--- src/rtl/cplx_pkg.sv ---
// Shared widths, data-layout helpers and FSM state type for the complex result accumulator.
package cplx_pkg;

  // Widest bus the layout helpers can handle; one packed product or sum must fit.
  localparam int MAX_W = 64;

  typedef enum logic [1:0] {
    IDLE,
    ACCUM,
    HOLD
  } acc_state_e;

  // Width of one signed product component from a DWIDTH-operand complex multiplier.
  function automatic int pwidth(input int dwidth);
    return 2 * (dwidth + 1);
  endfunction

  // Accumulated component width: product width plus headroom for a full frame.
  function automatic int awidth(input int dwidth, input int len_max);
    return pwidth(dwidth) + $clog2(len_max);
  endfunction

  // Sign-extend the low w bits of v to MAX_W bits.
  function automatic logic [MAX_W-1:0] sext(input logic [MAX_W-1:0] v, input int w);
    logic [MAX_W-1:0] shl;
    shl = v << (MAX_W - w);
    return $unsigned($signed(shl) >>> (MAX_W - w));
  endfunction

  // Real part of a {real, imag} bus whose components are w bits each, sign-extended.
  function automatic logic [MAX_W-1:0] split_hi(input logic [MAX_W-1:0] bus, input int w);
    return sext(bus >> w, w);
  endfunction

  // Imaginary part of a {real, imag} bus whose components are w bits each, sign-extended.
  function automatic logic [MAX_W-1:0] split_lo(input logic [MAX_W-1:0] bus, input int w);
    return sext(bus, w);
  endfunction

endpackage

--- src/rtl/cplx_res_accumulator_if.sv ---
// Valid/ready stream carrying a packed {real, imag} complex word.
interface cplx_res_accumulator_if
  import cplx_pkg::*;
#(
  parameter int W = 2 * pwidth(8)
);
  logic         val;
  logic         rdy;
  logic [W-1:0] data;

  modport master (output val, output data, input rdy);
  modport slave  (input val, input data, output rdy);
endinterface

--- src/rtl/cplx_acc_lane.sv ---
// One signed load/accumulate register; the top uses one lane per complex component.
module cplx_acc_lane #(
  parameter int AWIDTH = 22
) (
  input  logic                     clk,
  input  logic                     rst,
  input  logic                     clr_i,
  input  logic                     load_i,
  input  logic                     add_i,
  input  logic signed [AWIDTH-1:0] din_i,
  output logic signed [AWIDTH-1:0] sum_o
);

  logic signed [AWIDTH-1:0] acc_q;
  logic signed [AWIDTH-1:0] acc_d;

  // Clear beats load, load beats add; otherwise the running sum holds.
  always_comb begin
    acc_d = acc_q;
    if (clr_i) begin
      acc_d = '0;
    end else if (load_i) begin
      acc_d = din_i;
    end else if (add_i) begin
      acc_d = acc_q + din_i;
    end
  end

  // Running-sum register.
  always_ff @(posedge clk or posedge rst) begin
    if (rst) begin
      acc_q <= '0;
    end else begin
      acc_q <= acc_d;
    end
  end

  assign sum_o = acc_q + din_i;

endmodule

--- src/rtl/cplx_res_accumulator.sv ---
// Sums a configurable number of complex products into one complex result on a valid/ready stream.
module cplx_res_accumulator
  import cplx_pkg::*;
#(
  parameter  int DWIDTH      = 8,
  parameter  int ACC_LEN_MAX = 16,
  localparam int AWIDTH      = awidth(DWIDTH, ACC_LEN_MAX),
  localparam int CW          = $clog2(ACC_LEN_MAX + 1)
) (
  input  logic                  clk,
  input  logic                  rst,
  input  logic                  sw_rst_i,
  input  logic [CW-1:0]         cfg_len_i,
  cplx_res_accumulator_if.slave  res_if,
  cplx_res_accumulator_if.master acc_if,
  output logic                  busy_o
);

  localparam int PWIDTH = pwidth(DWIDTH);

  acc_state_e               state_q, state_d;
  logic [CW-1:0]            cnt_q, cnt_d;
  logic [CW-1:0]            len_q, len_d;
  logic signed [AWIDTH-1:0] out_re_q, out_re_d;
  logic signed [AWIDTH-1:0] out_im_q, out_im_d;
  logic                     acc_val_q, acc_val_d;
  logic                     rdy_en_q;

  logic                     res_rdy;
  logic                     res_fire;
  logic                     take_first;
  logic [CW-1:0]            eff_len;
  logic signed [AWIDTH-1:0] beat_re, beat_im;
  logic signed [AWIDTH-1:0] sum_re, sum_im;
  logic                     lane_clr, lane_load, lane_add;

  assign beat_re = AWIDTH'(split_hi(MAX_W'(res_if.data), PWIDTH));
  assign beat_im = AWIDTH'(split_lo(MAX_W'(res_if.data), PWIDTH));

  // Frame length as seen on a first beat: zero means one, oversize clamps to the maximum.
  always_comb begin
    eff_len = cfg_len_i;
    if (cfg_len_i == '0) begin
      eff_len = CW'(1);
    end else if (cfg_len_i > CW'(ACC_LEN_MAX)) begin
      eff_len = CW'(ACC_LEN_MAX);
    end
  end

  // Input ready: off until the first clock after reset and during a soft reset; in HOLD it follows downstream ready.
  always_comb begin
    res_rdy = 1'b0;
    if (rdy_en_q && !sw_rst_i) begin
      res_rdy = (state_q == HOLD) ? acc_if.rdy : 1'b1;
    end
  end

  assign res_if.rdy  = res_rdy;
  assign res_fire    = res_if.val && res_rdy;
  assign acc_if.val  = acc_val_q && !sw_rst_i;
  assign acc_if.data = {out_re_q, out_im_q};
  assign busy_o      = (state_q == ACCUM);

  // Next-state logic: soft reset first, then per-state beat handling; a first beat may start in IDLE or in HOLD.
  always_comb begin
    state_d    = state_q;
    cnt_d      = cnt_q;
    len_d      = len_q;
    out_re_d   = out_re_q;
    out_im_d   = out_im_q;
    acc_val_d  = acc_val_q;
    lane_clr   = 1'b0;
    lane_load  = 1'b0;
    lane_add   = 1'b0;
    take_first = 1'b0;

    if (sw_rst_i) begin
      state_d   = IDLE;
      cnt_d     = '0;
      len_d     = '0;
      out_re_d  = '0;
      out_im_d  = '0;
      acc_val_d = 1'b0;
      lane_clr  = 1'b1;
    end else begin
      case (state_q)
        IDLE: begin
          take_first = res_fire;
        end
        ACCUM: begin
          if (res_fire) begin
            lane_add = 1'b1;
            cnt_d    = cnt_q + CW'(1);
            if (cnt_q + CW'(1) == len_q) begin
              out_re_d  = sum_re;
              out_im_d  = sum_im;
              acc_val_d = 1'b1;
              state_d   = HOLD;
            end
          end
        end
        HOLD: begin
          if (acc_if.rdy) begin
            acc_val_d  = 1'b0;
            state_d    = IDLE;
            take_first = res_fire;
          end
        end
        default: begin
          state_d = IDLE;
        end
      endcase

      if (take_first) begin
        lane_load = 1'b1;
        cnt_d     = CW'(1);
        len_d     = eff_len;
        if (eff_len == CW'(1)) begin
          out_re_d  = beat_re;
          out_im_d  = beat_im;
          acc_val_d = 1'b1;
          state_d   = HOLD;
        end else begin
          state_d = ACCUM;
        end
      end
    end
  end

  // Control and output registers.
  always_ff @(posedge clk or posedge rst) begin
    if (rst) begin
      state_q   <= IDLE;
      cnt_q     <= '0;
      len_q     <= '0;
      out_re_q  <= '0;
      out_im_q  <= '0;
      acc_val_q <= 1'b0;
    end else begin
      state_q   <= state_d;
      cnt_q     <= cnt_d;
      len_q     <= len_d;
      out_re_q  <= out_re_d;
      out_im_q  <= out_im_d;
      acc_val_q <= acc_val_d;
    end
  end

  // Holds input ready low until the first clock after hard reset releases.
  always_ff @(posedge clk or posedge rst) begin
    if (rst) begin
      rdy_en_q <= 1'b0;
    end else begin
      rdy_en_q <= 1'b1;
    end
  end

  cplx_acc_lane #(.AWIDTH(AWIDTH)) u_lane_re (
    .clk    (clk),
    .rst    (rst),
    .clr_i  (lane_clr),
    .load_i (lane_load),
    .add_i  (lane_add),
    .din_i  (beat_re),
    .sum_o  (sum_re)
  );

  cplx_acc_lane #(.AWIDTH(AWIDTH)) u_lane_im (
    .clk    (clk),
    .rst    (rst),
    .clr_i  (lane_clr),
    .load_i (lane_load),
    .add_i  (lane_add),
    .din_i  (beat_im),
    .sum_o  (sum_im)
  );

endmodule

--- src/flat_wrapper.sv ---
// flat-port wrapper written by rule: the top's interface ports become plain ports
module cplx_res_accumulator_flat import cplx_pkg::*;
#(
  parameter  int DWIDTH      = 8,
  parameter  int ACC_LEN_MAX = 16,
  localparam int AWIDTH      = awidth(DWIDTH, ACC_LEN_MAX),
  localparam int CW          = $clog2(ACC_LEN_MAX + 1)
)
  (clk, rst, sw_rst_i, cfg_len_i, busy_o, res_if_val, res_if_data, res_if_rdy, acc_if_val, acc_if_data, acc_if_rdy);
  cplx_res_accumulator_if #(.W((2 * (18)))) res_if_i ();
  cplx_res_accumulator_if #(.W(2 * (22))) acc_if_i ();
  input  logic clk;
  input  logic rst;
  input  logic sw_rst_i;
  input  logic [CW-1:0] cfg_len_i;
  output logic busy_o;
  input wire logic [$bits(res_if_i.val)-1:0] res_if_val;
  input wire logic [$bits(res_if_i.data)-1:0] res_if_data;
  output wire logic [$bits(res_if_i.rdy)-1:0] res_if_rdy;
  output wire logic [$bits(acc_if_i.val)-1:0] acc_if_val;
  output wire logic [$bits(acc_if_i.data)-1:0] acc_if_data;
  input wire logic [$bits(acc_if_i.rdy)-1:0] acc_if_rdy;
  assign res_if_i.val = res_if_val;
  assign res_if_i.data = res_if_data;
  assign res_if_rdy = res_if_i.rdy;
  assign acc_if_val = acc_if_i.val;
  assign acc_if_data = acc_if_i.data;
  assign acc_if_i.rdy = acc_if_rdy;
  cplx_res_accumulator #(.DWIDTH(DWIDTH), .ACC_LEN_MAX(ACC_LEN_MAX)) u_core (.clk(clk), .rst(rst), .sw_rst_i(sw_rst_i), .cfg_len_i(cfg_len_i), .res_if(res_if_i), .acc_if(acc_if_i), .busy_o(busy_o));
endmodule
--- config.mk ---
export PLATFORM = sky130hd
export DESIGN_NAME = cplx_res_accumulator_flat
export DESIGN_NICKNAME = d
export VERILOG_FILES = /design/src/rtl/cplx_pkg.sv /design/src/rtl/cplx_res_accumulator_if.sv /design/src/rtl/cplx_acc_lane.sv /design/src/rtl/cplx_res_accumulator.sv /design/src/flat_wrapper.sv
export SDC_FILE = /design/constraint.sdc
export NUM_CORES = 1
export LEC_CHECK = 0
export ABC_AREA = 1
export CAP_MARGIN = 10
export CORE_MARGIN = 1.5
export CORE_UTILIZATION = 48
export CTS_CLUSTER_SIZE = 14
export DETAILED_ROUTE_END_ITERATION = 8
export PLACE_DENSITY_LB_ADDON = 0.1
export SYNTH_ARGS = -nofsm -noshare
export SYNTH_HDL_FRONTEND = slang
export SYNTH_HIERARCHICAL = 1
export SYNTH_SLANG_ARGS = --single-unit
--- constraint.sdc ---
create_clock -name clk -period 2.5 [get_ports clk]
set_input_delay 0.25 -clock clk [delete_from_list [all_inputs] [get_ports clk]]
set_output_delay 0.25 -clock clk [all_outputs]
set_load 0.01 [all_outputs]
After elaboration in Yosys (flattened, before gate mapping)
Index checks and enable logic that the tools add are counted.
- output and inout bits: 47
- word-level logic and storage cells: 84
- input port bits: 46
- flip-flop bits (word level): 102
- $add $sub $neg: 3
- magnitude comparators: 1
- reduce and logical (&&, ||, !) cells: 12
- mux-type cells: 51
- eq/ne operators: 8
- operators with widths (cell ; number):
    2-to-1 mux 22 bit ; 18
    adder 22 x 18 -> 22 bit ; 2
    2-to-1 mux 5 bit ; 8
    2-to-1 mux 1 bit ; 16
    2-to-1 mux 2 bit ; 6
    nonzero test 3 bit ; 3
    != test 4 x 2 -> 1 bit, second input constant ; 2
    one-hot mux 2 bit (3 select lines) ; 1
    adder 5 x 1 -> 5 bit, second input constant ; 1
    equality test 5 x 1 -> 1 bit, second input constant ; 1
    equality test 5 bit ; 1
    greater-than comparator 5 bit, second input constant ; 1
    logical NOT 5 bit ; 1
    != test 4 bit, second input constant ; 1
    one-hot mux 1 bit (2 select lines) ; 2
    AND reduction 4 bit ; 1
    logical AND 1 bit ; 3
    != test 3 x 2 -> 1 bit, second input constant ; 1
    equality test 2 x 1 -> 1 bit, second input constant ; 1
    equality test 2 bit, second input constant ; 1
    logical NOT 2 bit ; 1
    AND reduction 2 bit ; 1
    nonzero test 2 bit ; 1
    logical NOT 1 bit ; 1

Logic depth before layout (Yosys ltp)
- depth after elaboration: 11
- mapped depth: 15
- gate-level depth less buffers: 15

Hierarchy
The synthesis kept the hierarchy.
- modules (own cells, without submodules) (module ; times used ; seq. area each (um2) ; area an instance (um2) ; cells an instance):
    cplx_res_accumulator ; 1 ; 1451.4 ; 3505.9 ; 485
    cplx_acc_lane (u_core.u_lane_im) ; 1 ; 550.5 ; 2588.7 ; 449
    cplx_acc_lane (u_core.u_lane_re) ; 1 ; 550.5 ; 2587.5 ; 449

Worst setup path after synthesis
OpenSTA, ideal clock, no wires.
- path type: register -> register
- from: register u_core.state_q[1]
- to: register u_core.u_lane_im.acc_q[2]
- path buffers: 2
- data required time: 2.405 ns
- slack: 0.426 ns
- arrival: 1.979 ns
- cell stages (with the launch flop): 9
- clock period less this slack: 2.074 ns
- setup time: 0.095 ns
- cells stage by stage: dfrtp_1 > inv_1 > ha_1 > clkbuf_1 > inv_1 > nor2_1 > o21bai_1 > clkbuf_1 > o31ai_1
- elaborated cells on any way between the ends: 17
- classes of those cells: eq/ne: 2; mux: 12; reduce/logical: 3
- RTL lines (element ; RTL line ; source):
    start: declaration ; cplx_res_accumulator.sv:21 ; acc_state_e state_q, state_d;
    start signal: assignment ; cplx_res_accumulator.sv:140 ; state_q <= state_d;
    equality test 2 x 1 -> 1 bit ; -- ;
    via busy_o ; flat_wrapper.sv:16 ; output logic busy_o;
    2-to-1 mux 1 bit ; cplx_res_accumulator.sv:86 ; case (state_q)
    2-to-1 mux 1 bit ; cplx_res_accumulator.sv:77 ; if (sw_rst_i) begin
    via u_core.lane_add ; cplx_res_accumulator.sv:35 ; logic lane_clr, lane_load, lane_add;
    nonzero test 3 bit (no source line) ; -- ;
    end signal: assignment ; cplx_acc_lane.sv:32 ; acc_q <= '0;
    end signal: assignment ; cplx_acc_lane.sv:34 ; acc_q <= acc_d;
    end: declaration ; cplx_acc_lane.sv:14 ; logic signed [AWIDTH-1:0] acc_q;
The timed path passes the listed nets, and every way through them passes these cells. The select of a mux whose other input is x is not followed.
A chain may end at the register's enable or synchronous reset.

Worst setup path in the final report
- from: register u_core.u_lane_im.acc_q[0]
- to: register u_core.out_im_q[12]
- longest elaborated chain between the ends: 7
- ends and longest elaborated chain (element ; RTL line ; source):
    adder 22 x 18 -> 22 bit (*) ; cplx_acc_lane.sv:38 ; assign sum_o = acc_q + din_i;
    via u_core.sum_im[12] ; cplx_res_accumulator.sv:34 ; logic signed [AWIDTH-1:0] sum_re, sum_im;
    2-to-1 mux 22 bit (*) ; cplx_res_accumulator.sv:94 ; if (cnt_q + CW'(1) == len_q) begin
    2-to-1 mux 22 bit (*) ; cplx_res_accumulator.sv:91 ; if (res_fire) begin
    2-to-1 mux 22 bit (*) ; cplx_res_accumulator.sv:86 ;
    2-to-1 mux 22 bit ; cplx_res_accumulator.sv:118 ; if (eff_len == CW'(1)) begin
    2-to-1 mux 22 bit (*) ; cplx_res_accumulator.sv:114 ; if (take_first) begin
    2-to-1 mux 22 bit (*) ; cplx_res_accumulator.sv:77 ;
    via u_core.out_im_d[12] ; cplx_res_accumulator.sv:25 ; logic signed [AWIDTH-1:0] out_im_q, out_im_d;
    end signal: assignment ; cplx_res_accumulator.sv:144 ; out_im_q <= out_im_d;
    end: declaration ; cplx_res_accumulator.sv:25 ;
Mark *: on every way through the listed nets, which the timed path passes. The rest lies on a longest branch.

==> flow_summary_export.csv <==
group,metric,value,unit
outcome,status,"finished clean",
sta,rsz0062_at_grt,"false",
sta,tightest_slew,586,ps
sta,fmax,456,MHz
cts,h-tree-depth,3,
logic_synthesis,synth_seq_cells,102,
power_and_ir_drop,power.total,4.70,mW
die,die_w,137,um
layout,drive_above_1_share,8.47,%
power_and_ir_drop,vdd_drop_max,401,uV
sta,fin_crit_sh,87.7,%
job,cap_violations,0,
critical_path,cpMaxStageDelayCell,"fa_1",
critical_path,start_kind,"flip-flop",
die,num_rows,48,
layout,nets,1588,
logic_synthesis,synth_ff_type,"dfrtp_1",
cts,hold_buffers,0,
die,die-area,0.0189,mm2
logic_synthesis,synthCells,1383,
placed_design,place_congestion,0.954,
sta,finClkSkew,7.12,ps
layout,final_util,59.9,%
critical_path,crit_type,"reg -> reg",
cts,clockRootBuffer,"clkbuf_16",
layout,n_antenna_cell,0,
sta,hold_viol,0,
global_routing,grt_max_degree,81,
placed_design,dp.cells,1708,
layout,area_delta_synth_final,20.5,%
placed_design,dp_hpwl,19900,um
cts,clk_pin_slew_worst_paths,70,ps
routing,antenna_left,0,
routing,vias,9060,
routing,via_per_inst,5.26,
cts,clock-sinks,102,
global_routing,track_usage,29.3,%
logic_synthesis,yosysSeqAreaShare,29.4,%
placed_design,dpl_cell_area,0.0102,mm2
routing,post_drt_wl_per_cell,15.2,um
critical_path,critical-path-max-stage-delay,400,ps
routing,drtPass1Iterations,5,
die,core,0.0175,mm2
die,start_util,49.7,%
cts,clockBufferDepth,2,
sta,whs,331,ps
critical_path,cp.required,2750,ps
global_routing,antenna_found_initial,0,
die,io_pins,93,
cts,cts_tree,"yes",
power_and_ir_drop,cellPowerDensity,449,mW/mm2
placed_design,io_buffers,92,
cts,cts_resized,0,
routing,drc,0,
logic_synthesis,synth_cell_types,41,
global_routing,grt_pass1_vias,8782,
critical_path,path_common_cell,"nand2_1",
logic_synthesis,synthArstFlopShare,100,%
global_routing,grt_overflow,0,
logic_synthesis,yosysWarnings,6,
critical_path,cp_cell_sequence,"ha_1, fa_1, nand3_1, nand3_1, nand2_1, nand3_1, nand2_1, nand2_1, nand2_1, nand2_1, nand4_1, nand3_1, nand2_1, inv_1",
global_routing,grt_pass1_wl,43200,um
logic_synthesis,syn_area_per_cell,6.28,um2
layout,design_area,0.0105,mm2
critical_path,cp-end-kind,"flip-flop",
sta,slew_headroom,60.5,%
sta,finalSetupViolCount,0,
logic_synthesis,synthesis.nets,1477,
power_and_ir_drop,leakagePower,6.22,nW
die,dieHeight,137,um
cts,cts_made_buffers,9,
critical_path,worstPathMaxFanout,4,
logic_synthesis,syn_area,0.00868,mm2
sta,min_period,2190,ps
worst_hold_path,hold_class,"in -> async",
routing,drt_wl_total,26200,um
layout,n_fill_cell,1757,
cts,cts_setup_buffers,0,
critical_path,cp_data_arrival_time,2450,ps
cts,clk_latency,360,ps
routing,drtIter0Drc,455,
logic_synthesis,synth_edf_count,0,
sta,drv_slew,0,
layout,finalNonFillerCells,1724,
[cell type report]
class	instances	area [um2]	area share, %
multi-input cells	998	5020	48.0
flip-flops and latches	102	2550	24.4
repair buffers	146	1410	13.5
inverters	237	890	8.50
well taps	225	282	2.69
clock buffers	12	246	2.36
clock inverters	4	52.6	0.502
[path summary, 6_finish.rpt]
kind	start	end	slack, ps	cells past startpoint
max	u_core/u_lane_im/acc_q[0]	u_core/out_im_q[12]	310	14
min	rst	u_core/out_im_q[19]	330	3
max reg2reg	u_core/u_lane_im/acc_q[0]	u_core/out_im_q[12]	310	14
min reg2reg	u_core/u_lane_im/acc_q[7]	u_core/u_lane_im/acc_q[7]	490	2
max in group asynchronous	rst	u_core/len_q[1]	1850	3
min in group clk	u_core/u_lane_im/acc_q[7]	u_core/u_lane_im/acc_q[7]	490	2
[metal layers]
| metal | wire length (um) | vias up | global-route usage, % |
|---|---|---|---|
| met2 | 13100 | 258 | 51.5 |
| met4 | 886 | 0 | 12.7 |
| li1 | - | 4554 | - |
| met3 | 1090 | 58 | 4.01 |
| met1 | 11100 | 4190 | 35.8 |
| met5 | 0 | - | 0 |
[cell families after synthesis]
logic type | synth area share, %
compound gates | 7.47
xor+xnor | 2.19
fa+ha+maj | 7.09
buf+inv | 12.9
flops | 29.4
other cells | 0.0432
simple gates | 40.9
[cells in the mapped netlist, types with 6 or more instances]
cell	instances	area (um2)
xor2_1	15	131
inv_1	225	845
o21ai_0	45	225
buf_2	7	35.0
nand2_2	10	62.6
nor3_1	9	45.0
dfrtp_1	102	2550
nand3_1	116	581
o31ai_1	10	75.1
o21bai_1	9	67.6
a21oi_1	24	120
nand4_1	53	332
ha_1	46	576
nor2_2	8	50.1
inv_2	12	45.0
buf_1	7	26.3
nand3_2	6	60.1
nand2_1	465	1750
clkbuf_1	23	86.3
nor2_1	137	514
o21ai_1	10	50.1
[power breakdown]
group          switching, mW  internal [mW]  total (mW)
Combinational          0.931          0.520        1.45
Clock                  0.667          0.812        1.48
Sequential            0.0484           1.72        1.77
Total                   1.65           3.05        4.70
[sequential cells by signal (all words and copies together), names as in the netlist]
signal / cells
u_core/out_im_q: 22
u_core/out_re_q: 22
u_core/u_lane_im/acc_q: 22
u_core/u_lane_re/acc_q: 22
u_core/cnt_q: 5
u_core/len_q: 5
u_core/state_q: 2
u_core/acc_val_q: 1
u_core/rdy_en_q: 1
[worst max-delay path, delay by kind of cell, from the launching register on]
family                     cells  cell delay, ps
adders and majority gates      2             620
buffers and inverters          1              30
DFF                            1             390
and+or+nand+nor               11            1050
[placed cells by master, fill, tap and decap left out, types with 3 or more instances in the layout]
master	n
clkbuf_16	9
nor3_2	3
xnor2_1	3
nor3_1	7
nand2_1	464
inv_2	13
ha_1	45
nand3_1	116
nor2_1	137
buf_4	47
nand2_2	11
a21oi_2	4
nor2_4	5
dfrtp_1	102
nand3_2	6
inv_1	224
a21oi_1	24
nand4_1	53
o21bai_1	9
o21ai_0	45
nor2_2	8
o21ai_1	10
o22ai_1	5
buf_12	7
xor2_1	15
clkdlybuf4s50_1	92
o31ai_1	10
[stage by stage]
stage	setup TNS [ps]	worst slack, ps
after floorplan	0	426
final	0	308
after global placement	0	20.5
after detailed placement	-5.46	-3.94
after global routing	0	128
after CTS	0	345
Power figures use the tool's default switching activity.
==> RTL edit, RTL diff (same flow settings) <==
Register the input `cfg_len_i` before use, without a reset. The logic sees it one clock later. The other inputs are not delayed to match.
--- a/src/rtl/cplx_res_accumulator.sv
+++ b/src/rtl/cplx_res_accumulator.sv
@@ -18,4 +18,10 @@
 
   localparam int PWIDTH = pwidth(DWIDTH);
+
+  logic [CW-1:0] cfg_len_q;
+
+  always_ff @(posedge clk) begin
+    cfg_len_q <= cfg_len_i;
+  end
 
   acc_state_e               state_q, state_d;
@@ -40,8 +46,8 @@
   // Frame length as seen on a first beat: zero means one, oversize clamps to the maximum.
   always_comb begin
-    eff_len = cfg_len_i;
-    if (cfg_len_i == '0) begin
+    eff_len = cfg_len_q;
+    if (cfg_len_q == '0) begin
       eff_len = CW'(1);
-    end else if (cfg_len_i > CW'(ACC_LEN_MAX)) begin
+    end else if (cfg_len_q > CW'(ACC_LEN_MAX)) begin
       eff_len = CW'(ACC_LEN_MAX);
     end
Check against the original RTL: not equivalent (Yosys sat finds a counterexample within 4 cycles, from zero or initial values and one cycle with rst high).
==> RTL edit against the original RTL <==
  * Critical path depth unchanged
  * Via count down 3.7%
  * Fmax down 1.1%
  * Sequential cell count up 5
  * Clock power up 7%
  * Synthesized area up 0.58%
  * Cell area down 0.39%
  * Non-clock buffer count down 16
  * Setup slack worse by 0.025 ns
  * Synthesized cell count up 0.58%
  * Routed wire length down 4.5%
  * Power up 1.0%
  * First-iteration DRC count up 11%
  * Die area up 0.56%
==> RTL edit: results (changes against the original RTL) <==
status=finished clean; Final Net Count=1,585 (-0.19%); post-synth net total=1,485 (+0.54%); Cells after Synth=1,391 (+0.58%); Post-synth ARST share=95.3% (-4.7 points); Vias/cell=5.06 (-3.7%); Tot GR Track Use=27.5% (-1.9 points); hpwl dp=18.2 mm (-8.3%); worst setup skew after layout=0.0100 ns (+0.00290 ns); DR vias=8,726 (-3.7%); drt initial violations=504 (+11%); DRT Pass-1 Iters=7 (+2); Max-slew headroom=62.3% (+1.8 points); DR WL/cell=14.5 um (-4.6%); synth top area cells=dfrtp_1, nand2_1, inv_1, nand3_1, ha_1; post-place setup slack=-0.00200 ns (+0.00194 ns); most instantiated cells after synthesis=nand2_1, inv_1, nand3_1, nor2_1, dfrtp_1; number of global-route vias before repair=8,381 (-4.6%); register area share after synthesis=30.4% (+0.98 points); Worst path slowest cell=dfrtp_1; cell count after placement=1,709 (+0.059%); Area after DPL=10,100 um^2 (-0.63%); routability cong.=0.960 (+0.61%); first-pass GRT wire length=40.9 mm (-5.3%); Lkg Pwr=6.24 nW (+0.34%); share of post-route cells with drive strength above 1=7.35% (-1.1 points); Max Buffers Root-to-Sink=2 (unchanged); pin count of the biggest net entering global routing=66 (-19%); Worst Path Arrival=2.48 ns (+0.03 ns); peak supply drop=0.341 mV (-15%)
==> RTL edit: worst paths after layout <==
check                                             endpoint  slack [ns]
worst max-delay path                   u_core/out_im_q[12]        0.28
worst min-delay path                       u_core/cnt_q[2]        0.31
worst max register to register         u_core/out_im_q[12]        0.28
worst min register to register  u_core/u_lane_im/acc_q[18]        0.49
max in group asynchronous              u_core/out_im_q[10]        1.56
min in group clk                       u_core/cfg_len_q[1]        0.31
==> RTL edit: report_power, final <==
group	total (mW)	leakage [nW]	internal (mW)	switching, mW
Clock	1.58	0.154	0.827	0.752
Sequential	1.84	1.45	1.80	0.0475
Combinational	1.32	4.64	0.480	0.841
Total	4.75	6.24	3.11	1.64
==> RTL edit: cell families (layout without fill, tap and decap cells) <==
| kind of cell | after synthesis | after routing | share of synthesized area [%] |
|---|---|---|---|
| other | 1 | 1 | 0.0429 |
| AND/OR/NAND/NOR | 832 | 832 | 40.6 |
| flip-flops | 107 | 107 | 30.4 |
| adder cells (fa/ha/maj) | 48 | 48 | 7.05 |
| AO/OA/AOI/OAI | 108 | 108 | 7.18 |
| buffers and inverters | 277 | 382 | 12.7 |
| XOR/XNOR | 18 | 18 | 1.98 |
==> RTL edit: layer usage <==
metal  global-route usage, %  wire, um
met1                    35.2     11300
met2                    47.9     12000
met4                    7.18       474
met5                       0         0
met3                    4.61      1170
==> RTL edit: area by class of cell <==
type,instances,area [um^2]
tap,229,287
sequential,107,2650
clock buffer,10,239
clock inverter,6,82.6
timing repair buffer,130,1290
inverter,236,888
multi-input combinational,1007,4980
fill,1797,7480
==> RTL edit: worst max-delay path, delay by kind of cell, from the launching register on <==
kind	cells	cell delay, ns
buffers and inverters	1	0.04
adders and majority gates	2	0.61
DFF	1	0.40
and+or+nand+nor	11	1.08
